### src/rtl/fitness_pkg.sv
// rtl/fitness_pkg.sv - shared types and constants for the fitness-tracker datapath
package fitness_pkg;

  localparam int HR_W   = 8;
  localparam int STEP_W = 2;

  localparam logic [HR_W-1:0] HR_EMERGENCY = 8'd180;
  localparam logic [HR_W-1:0] HR_WARNING   = 8'd150;

  typedef enum logic [2:0] {
    ST_IDLE  = 3'd0,
    ST_RUN   = 3'd1,
    ST_PAUSE = 3'd2,
    ST_ALARM = 3'd3,
    ST_DONE  = 3'd4
  } session_state_t;

endpackage

### src/rtl/sat_run_counter.sv
// rtl/sat_run_counter.sv - saturating consecutive-event counter with threshold hit
module sat_run_counter #(
  parameter int W      = 8,
  parameter int THRESH = 3
) (
  input  logic clk,
  input  logic rst,
  input  logic inc,
  input  logic clr,
  output logic hit
);

  localparam logic [W-1:0] THRESH_W  = W'(THRESH);
  localparam logic [W-1:0] THRESH_M1 = W'(THRESH - 1);

  logic [W-1:0] cnt_q, cnt_d;

  // hit fires on the increment that reaches THRESH, so callers react on the same edge
  assign hit = inc & ~clr & (cnt_q >= THRESH_M1);

  always_comb begin
    cnt_d = cnt_q;
    if (clr) begin
      cnt_d = '0;
    end else if (inc && (cnt_q < THRESH_W)) begin
      cnt_d = cnt_q + 1'b1;
    end
  end

  always_ff @(posedge clk or posedge rst) begin
    if (rst) begin
      cnt_q <= '0;
    end else begin
      cnt_q <= cnt_d;
    end
  end

endmodule

### src/rtl/workout_session_ctrl.sv
// rtl/workout_session_ctrl.sv - session sequencer: sample hold, 1 Hz forwarding, session FSM
module workout_session_ctrl
  import fitness_pkg::*;
#(
  parameter int EMERG_COUNT  = 3,
  parameter int IDLE_TIMEOUT = 30,
  parameter int MAX_SESSION  = 255
) (
  input  logic              clk,
  input  logic              rst,
  input  logic              tick_1hz,
  input  logic              start_btn,
  input  logic              stop_btn,
  input  logic              pause_btn,
  input  logic              sample_valid,
  output logic              sample_ready,
  input  logic [HR_W-1:0]   hr_in,
  input  logic [STEP_W-1:0] steps_in,
  output logic              calc_valid,
  output logic              calc_clr,
  output logic [HR_W-1:0]   hr_out,
  output logic [STEP_W-1:0] steps_out,
  output logic [2:0]        state,
  output logic              alarm,
  output logic [7:0]        session_sec,
  output logic [7:0]        missed_sec,
  output logic              done
);

  localparam logic [2:0] S_IDLE  = ST_IDLE;
  localparam logic [2:0] S_RUN   = ST_RUN;
  localparam logic [2:0] S_PAUSE = ST_PAUSE;
  localparam logic [2:0] S_ALARM = ST_ALARM;
  localparam logic [2:0] S_DONE  = ST_DONE;
  localparam logic [7:0] MAX_M1  = 8'(MAX_SESSION - 1);

  logic [2:0]        state_q, state_d;
  logic              hold_full_q, hold_full_d;
  logic [HR_W-1:0]   hold_hr_q, hold_hr_d;
  logic [STEP_W-1:0] hold_steps_q, hold_steps_d;
  logic [7:0]        session_q, session_d;
  logic [7:0]        missed_q, missed_d;
  logic              calc_valid_q, calc_valid_d;
  logic [HR_W-1:0]   hr_out_q, hr_out_d;
  logic [STEP_W-1:0] steps_out_q, steps_out_d;
  logic              calc_clr_q, calc_clr_d;
  logic              done_q, done_d;

  logic run, accept, tick_run, fwd, miss, start_go, resume, clear_runs, max_hit;
  logic emerg_inc, emerg_clr, emerg_hit, idle_inc, idle_clr, idle_hit;

  assign run        = (state_q == S_RUN);
  assign accept     = sample_valid & run;
  assign tick_run   = tick_1hz & run;
  // the tick consumes the previous hold contents; a sample accepted now waits a second
  assign fwd        = tick_run & hold_full_q;
  assign miss       = tick_run & ~hold_full_q;
  assign start_go   = start_btn & ((state_q == S_IDLE) | (state_q == S_DONE));
  assign resume     = pause_btn & ~stop_btn & (state_q == S_PAUSE);
  assign clear_runs = start_go | resume;
  assign max_hit    = tick_run & (session_q >= MAX_M1);

  assign emerg_inc = fwd & (hold_hr_q > HR_EMERGENCY);
  assign emerg_clr = (fwd & (hold_hr_q <= HR_EMERGENCY)) | clear_runs;
  assign idle_inc  = fwd & (hold_steps_q == '0);
  assign idle_clr  = (fwd & (hold_steps_q != '0)) | clear_runs;

  sat_run_counter #(.W(4), .THRESH(EMERG_COUNT)) u_emerg_cnt (
    .clk(clk), .rst(rst), .inc(emerg_inc), .clr(emerg_clr), .hit(emerg_hit)
  );

  sat_run_counter #(.W(8), .THRESH(IDLE_TIMEOUT)) u_idle_cnt (
    .clk(clk), .rst(rst), .inc(idle_inc), .clr(idle_clr), .hit(idle_hit)
  );

  always_comb begin
    state_d = state_q;
    case (state_q)
      S_IDLE, S_DONE: if (start_btn) state_d = S_RUN;
      S_RUN: begin
        if (stop_btn)       state_d = S_DONE;
        else if (emerg_hit) state_d = S_ALARM;
        else if (max_hit)   state_d = S_DONE;
        else if (idle_hit)  state_d = S_PAUSE;
        else if (pause_btn) state_d = S_PAUSE;
      end
      S_PAUSE: begin
        if (stop_btn)       state_d = S_DONE;
        else if (pause_btn) state_d = S_RUN;
      end
      S_ALARM: begin
        if (stop_btn)       state_d = S_DONE;
        else if (pause_btn) state_d = S_PAUSE;
      end
      default: state_d = S_IDLE;
    endcase
  end

  always_comb begin
    hold_full_d  = hold_full_q;
    hold_hr_d    = hold_hr_q;
    hold_steps_d = hold_steps_q;
    if (accept) begin
      hold_full_d  = 1'b1;
      hold_hr_d    = hr_in;
      hold_steps_d = steps_in;
    end else if (fwd) begin
      hold_full_d = 1'b0;
    end
    if (state_d != S_RUN) hold_full_d = 1'b0;

    session_d = session_q;
    missed_d  = missed_q;
    if (start_go) begin
      session_d = '0;
      missed_d  = '0;
    end else if (tick_run) begin
      session_d = session_q + 8'd1;
      if (miss && (missed_q != 8'hFF)) missed_d = missed_q + 8'd1;
    end

    calc_valid_d = fwd;
    hr_out_d     = fwd ? hold_hr_q : hr_out_q;
    steps_out_d  = fwd ? hold_steps_q : steps_out_q;
    calc_clr_d   = start_go;
    done_d       = (state_d == S_DONE) & (state_q != S_DONE);
  end

  always_ff @(posedge clk or posedge rst) begin
    if (rst) begin
      state_q      <= S_IDLE;
      hold_full_q  <= 1'b0;
      hold_hr_q    <= '0;
      hold_steps_q <= '0;
      session_q    <= '0;
      missed_q     <= '0;
      calc_valid_q <= 1'b0;
      hr_out_q     <= '0;
      steps_out_q  <= '0;
      calc_clr_q   <= 1'b0;
      done_q       <= 1'b0;
    end else begin
      state_q      <= state_d;
      hold_full_q  <= hold_full_d;
      hold_hr_q    <= hold_hr_d;
      hold_steps_q <= hold_steps_d;
      session_q    <= session_d;
      missed_q     <= missed_d;
      calc_valid_q <= calc_valid_d;
      hr_out_q     <= hr_out_d;
      steps_out_q  <= steps_out_d;
      calc_clr_q   <= calc_clr_d;
      done_q       <= done_d;
    end
  end

  assign sample_ready = run;
  assign calc_valid   = calc_valid_q;
  assign calc_clr     = calc_clr_q;
  assign hr_out       = hr_out_q;
  assign steps_out    = steps_out_q;
  assign state        = state_q;
  assign alarm        = (state_q == S_ALARM);
  assign session_sec  = session_q;
  assign missed_sec   = missed_q;
  assign done         = done_q;

endmodule

### config.mk
export PLATFORM = sky130hd
export DESIGN_NAME = workout_session_ctrl
export DESIGN_NICKNAME = d
export VERILOG_FILES = /design/src/rtl/fitness_pkg.sv /design/src/rtl/sat_run_counter.sv /design/src/rtl/workout_session_ctrl.sv
export SDC_FILE = /design/constraint.sdc
export NUM_CORES = 1
export LEC_CHECK = 0
export CORE_MARGIN = 3
export CORE_UTILIZATION = 40
export CTS_CLUSTER_DIAMETER = 200
export DETAILED_ROUTE_END_ITERATION = 7
export DONT_BUFFER_PORTS = 1
export PLACE_DENSITY = 0.63
export SYNTH_ARGS = -nofsm -noshare
export SYNTH_HDL_FRONTEND = slang
export SYNTH_SLANG_ARGS = --single-unit
### constraint.sdc
create_clock -name clk -period 2.1 [get_ports clk]
set_input_delay 0.315 -clock clk [delete_from_list [all_inputs] [get_ports clk]]
set_output_delay 0.315 -clock clk [all_outputs]
set_load 0.01 [all_outputs]
==> metrics.txt, run 1 <==
result of the run finished, final reports clean; PortBufs 0; Area contributors post-synth dfrtp_1 53%, nand2_1 5.3%, xor2_1 5.0%; fmax ~0.52 GHz; RSZ-0062 raised after global routing false; Synth Area in XOR/XNOR under 10%; Final min period 1910 ps; critical path endpoint hold_full_q$_DFFE_PP0P_; Crit-path slowest cell dfrtp_1; CP Capture Type register; Critical Path AT around 2100 ps; dpl ws roughly 240 ps; Netlist cell types 48; clock sink count 55; FF-to-FF Start u_idle_cnt.cnt_q[1]$_DFFE_PP0P_; total gr overflow 0; reg2reg setup slack approximately 190 ps; WP data required 2330 ps; Area Overhead vs Synth 10.5%; DRC Markers 0; Worst-Skew Late Latency 310 ps; syn_nets 274; Netlist Area Pre-Place 2610 um^2; clk buf depth 2; overall routing resource usage between 10% and 20%; share of cells above drive strength 1 about an eighth; crit path cell chain inv_1 > ha_1 > nand2b_1 > a41o_1 > a311o_1 > o2bb2ai_1 > nor3b_2; clock slew at reported path FFs between 100 and 150 ps; Reg power frac 55.0%; multiplexer share of the synthesized area approximately 4.3%; DR vias/cell ~5.3; Seq/Total Area, Yosys a little over half; endpoints failing hold 0; vias around 1.8k; Setup crit start u_idle_cnt.cnt_q[1]$_DFFE_PP0P_; largest net degree at the start of global routing 26; Wirelength per Cell between 15 and 20 um; clock root buffer clkbuf_8; I/O Pins between 50 and 60; drt first pass iters 4; worst reg-to-reg path cell count 7; worst setup margin approximately 190 ps; Simple-Gate Fraction of Synth Area 23.3%; total power about 2.7 mW; Hold Slack about 130 ps; Setup TNS 0 ps; Die H approximately 87 um; critical path class register to register; antenna cells 0; CTS tree yes; largest family of logic cells by synthesized area simple AND/OR/NAND/NOR gates; switch share approximately a third; first-pass GRT wire length 9090 um; initial antenna violation count 0; clock power share between 20% and 30%; setup violators final 0; Worst-Margin Slew roughly 540 ps; combinational share of power between 20% and 30%; utilization after layout between 40% and 50%; final wirelength between 5000 and 6000 um; Final Net Count slightly below 300; Seq cells post-synth between 50 and 60; Synth Flop Type dfrtp_1; Final Max Slew Viols 0; Row Count 28; pwr/cell area 918 nW/um^2; Crit Path Max Fanout 4; CP max stage delay about 410 ps; placer's final routability congestion estimate approximately 0.77; H-tree depth 2; fin crit share 90.9%; Post-Syn Area per Cell roughly 10 um^2; Final HPWL DP about 4000 um; Synth area leader dfrtp_1; internal power 1.77 mW; max cap viols 0; chip width a little under 90 um; cts bufs inserted 5; final setup skew roughly 19 ps; Post-synth EDFFs 0; initial core utilization 42.6%; die area approximately 7500 um^2; yosys warns 0; asr flop ratio synth 100%; Antenna Nets Post-Route 0; Compound-Gate Fraction of Synth Area 6.94%; Max IR drop VDD about 0.00054 V; Mapped Cells 249; crit start category register; sw power just under 0.9 mW; Core Footprint slightly above 6000 um^2; vias in the first global route approximately 1.9k; Yosys top cell area share 52.7%; First DRT Iteration DRCs between 80 and 90; end of the worst register-to-register path hold_full_q$_DFFE_PP0P_; Slew HR around 64%; LEAKAGE between 1 and 1.5 nW; Post-Synth Adder-Cell Area about 3.8%; HP Class input port to register
placed cells by master (no fill, tap or decap), drive strengths merged, types with 4 or more instances in the layout:
cell type  count
buf           13
xnor2          4
nor2          31
and2           4
o21ai          6
inv           12
clkbuf         6
mux2           9
nand2         37
nand4          9
nand3          7
dfrtp         55
ha             8
xor2          15
a21oi          5
per-stage QoR:
stage | cells | area (um^2)
2_1_floorplan | 249 | 2610
3_3_place_gp | 331 | 2790
3_5_place_dp | 331 | 2790
4_1_cts | 340 | 2890
5_1_grt | 340 | 2890
6_report | 340 | 2890
layout make-up:
| cell class | count | area [um^2] |
|---|---|---|
| inverters | 11 | 41.3 |
| fillers | 578 | 3240 |
| clock inverters | 2 | 16.3 |
| repair buffers | 14 | 120 |
| flip-flops and latches | 55 | 1380 |
| multi-input cells | 177 | 1170 |
| well taps | 75 | 93.8 |
| clock buffers | 6 | 72.6 |
how the worst min path moves through the flow:
stage                     start                          end  slack, ps  cells past startpoint
finish              steps_in[1]  hold_steps_q[1]$_DFFE_PP0P_        130                      1
global route        steps_in[1]  hold_steps_q[1]$_DFFE_PP0P_        110                      1
CTS                 steps_in[1]  hold_steps_q[1]$_DFFE_PP0P_        120                      1
detailed placement          rst     hold_hr_q[0]$_DFFE_PP0P_        280                      1
global placement            rst        hr_out[0]$_DFFE_PP0P_        270                      1
floorplan              hr_in[7]     hold_hr_q[7]$_DFFE_PP0P_        440                      2
critical path, delay by kind of cell (launching register included):
family | cells | cell delay [ps]
AND/OR/NAND/NOR | 2 | 320
AO/OA/AOI/OAI | 3 | 810
buffers and inverters | 1 | 90
adder cells (fa/ha/maj) | 1 | 190
flip-flops | 1 | 410
state kept, by name (all words and copies together) (netlist names), 2 cells and up:
| register | count |
|---|---|
| hold_hr_q | 8 |
| hold_steps_q | 2 |
| missed_sec | 8 |
| hr_out | 8 |
| session_sec | 8 |
| u_idle_cnt.cnt_q | 8 |
| steps_out | 2 |
| u_emerg_cnt.cnt_q | 4 |
| state | 3 |
power by group through the flow:
stage                     Sequential (mW)  Combinational, mW  Clock (mW)
after global routing                 1.49              0.690       0.657
after detailed placement             1.48              0.609           0
final                                1.46              0.605       0.589
after CTS                            1.46              0.615       0.612
after floorplan                      1.46              0.417           0
after global placement               1.48              0.598           0
synth_stat cells (all sizes together) (2+ instances only):
| cell type | n |
|---|---|
| a31oi | 2 |
| xnor2 | 4 |
| and2 | 4 |
| nor3b | 2 |
| o211ai | 2 |
| clkbuf | 2 |
| ha | 8 |
| mux2 | 9 |
| nor2 | 31 |
| dfrtp | 55 |
| xor2 | 15 |
| nor3 | 3 |
| or2 | 2 |
| nand4 | 9 |
| o21ai | 6 |
| and4 | 3 |
| nand3 | 7 |
| and3 | 3 |
| nand2 | 37 |
| nor2b | 3 |
| a211oi | 3 |
| nand2b | 2 |
| nor4 | 2 |
| nand4bb | 2 |
| buf | 4 |
| a21oi | 5 |
| inv | 11 |
per-layer routing:
layer | track usage [%] | part of all wire [%] | up-vias
li1 | - | - | 874
met1 | 19.4 | 45 | 880
met2 | 24.3 | 46 | 45
met3 | 6.37 | 8.1 | 2
met4 | 3.12 | 0.28 | 0
met5 | 0 | 0 | -
repair_timing:
action,4_1_cts,5_1_grt
setup buffers,0,0
gates resized for setup,0,0
hold endpoints to repair,23,0
hold buffers,1,0
logic make-up after synthesis:
group                      count (synthesis)
xor gates and xnor gates                  19
AOI/OAI and AO/OA                         25
DFF                                       55
muxes                                     10
adders and majority gates                  8
buffers and inverters                     17
and+or+nand+nor                          115
No activity file was read; power rests on OpenSTA's default activity.
==> run 2: changes to the inputs <==
--- a/config.mk
+++ b/config.mk
@@ -5,6 +5,7 @@
 export SDC_FILE = /design/constraint.sdc
 export NUM_CORES = 1
 export LEC_CHECK = 0
+export CAP_MARGIN = 20
 export CORE_MARGIN = 3
 export CORE_UTILIZATION = 40
 export CTS_CLUSTER_DIAMETER = 200
==> results of run 2 <==
No change in the layout: final DEF, timing and power equal those of run 1.
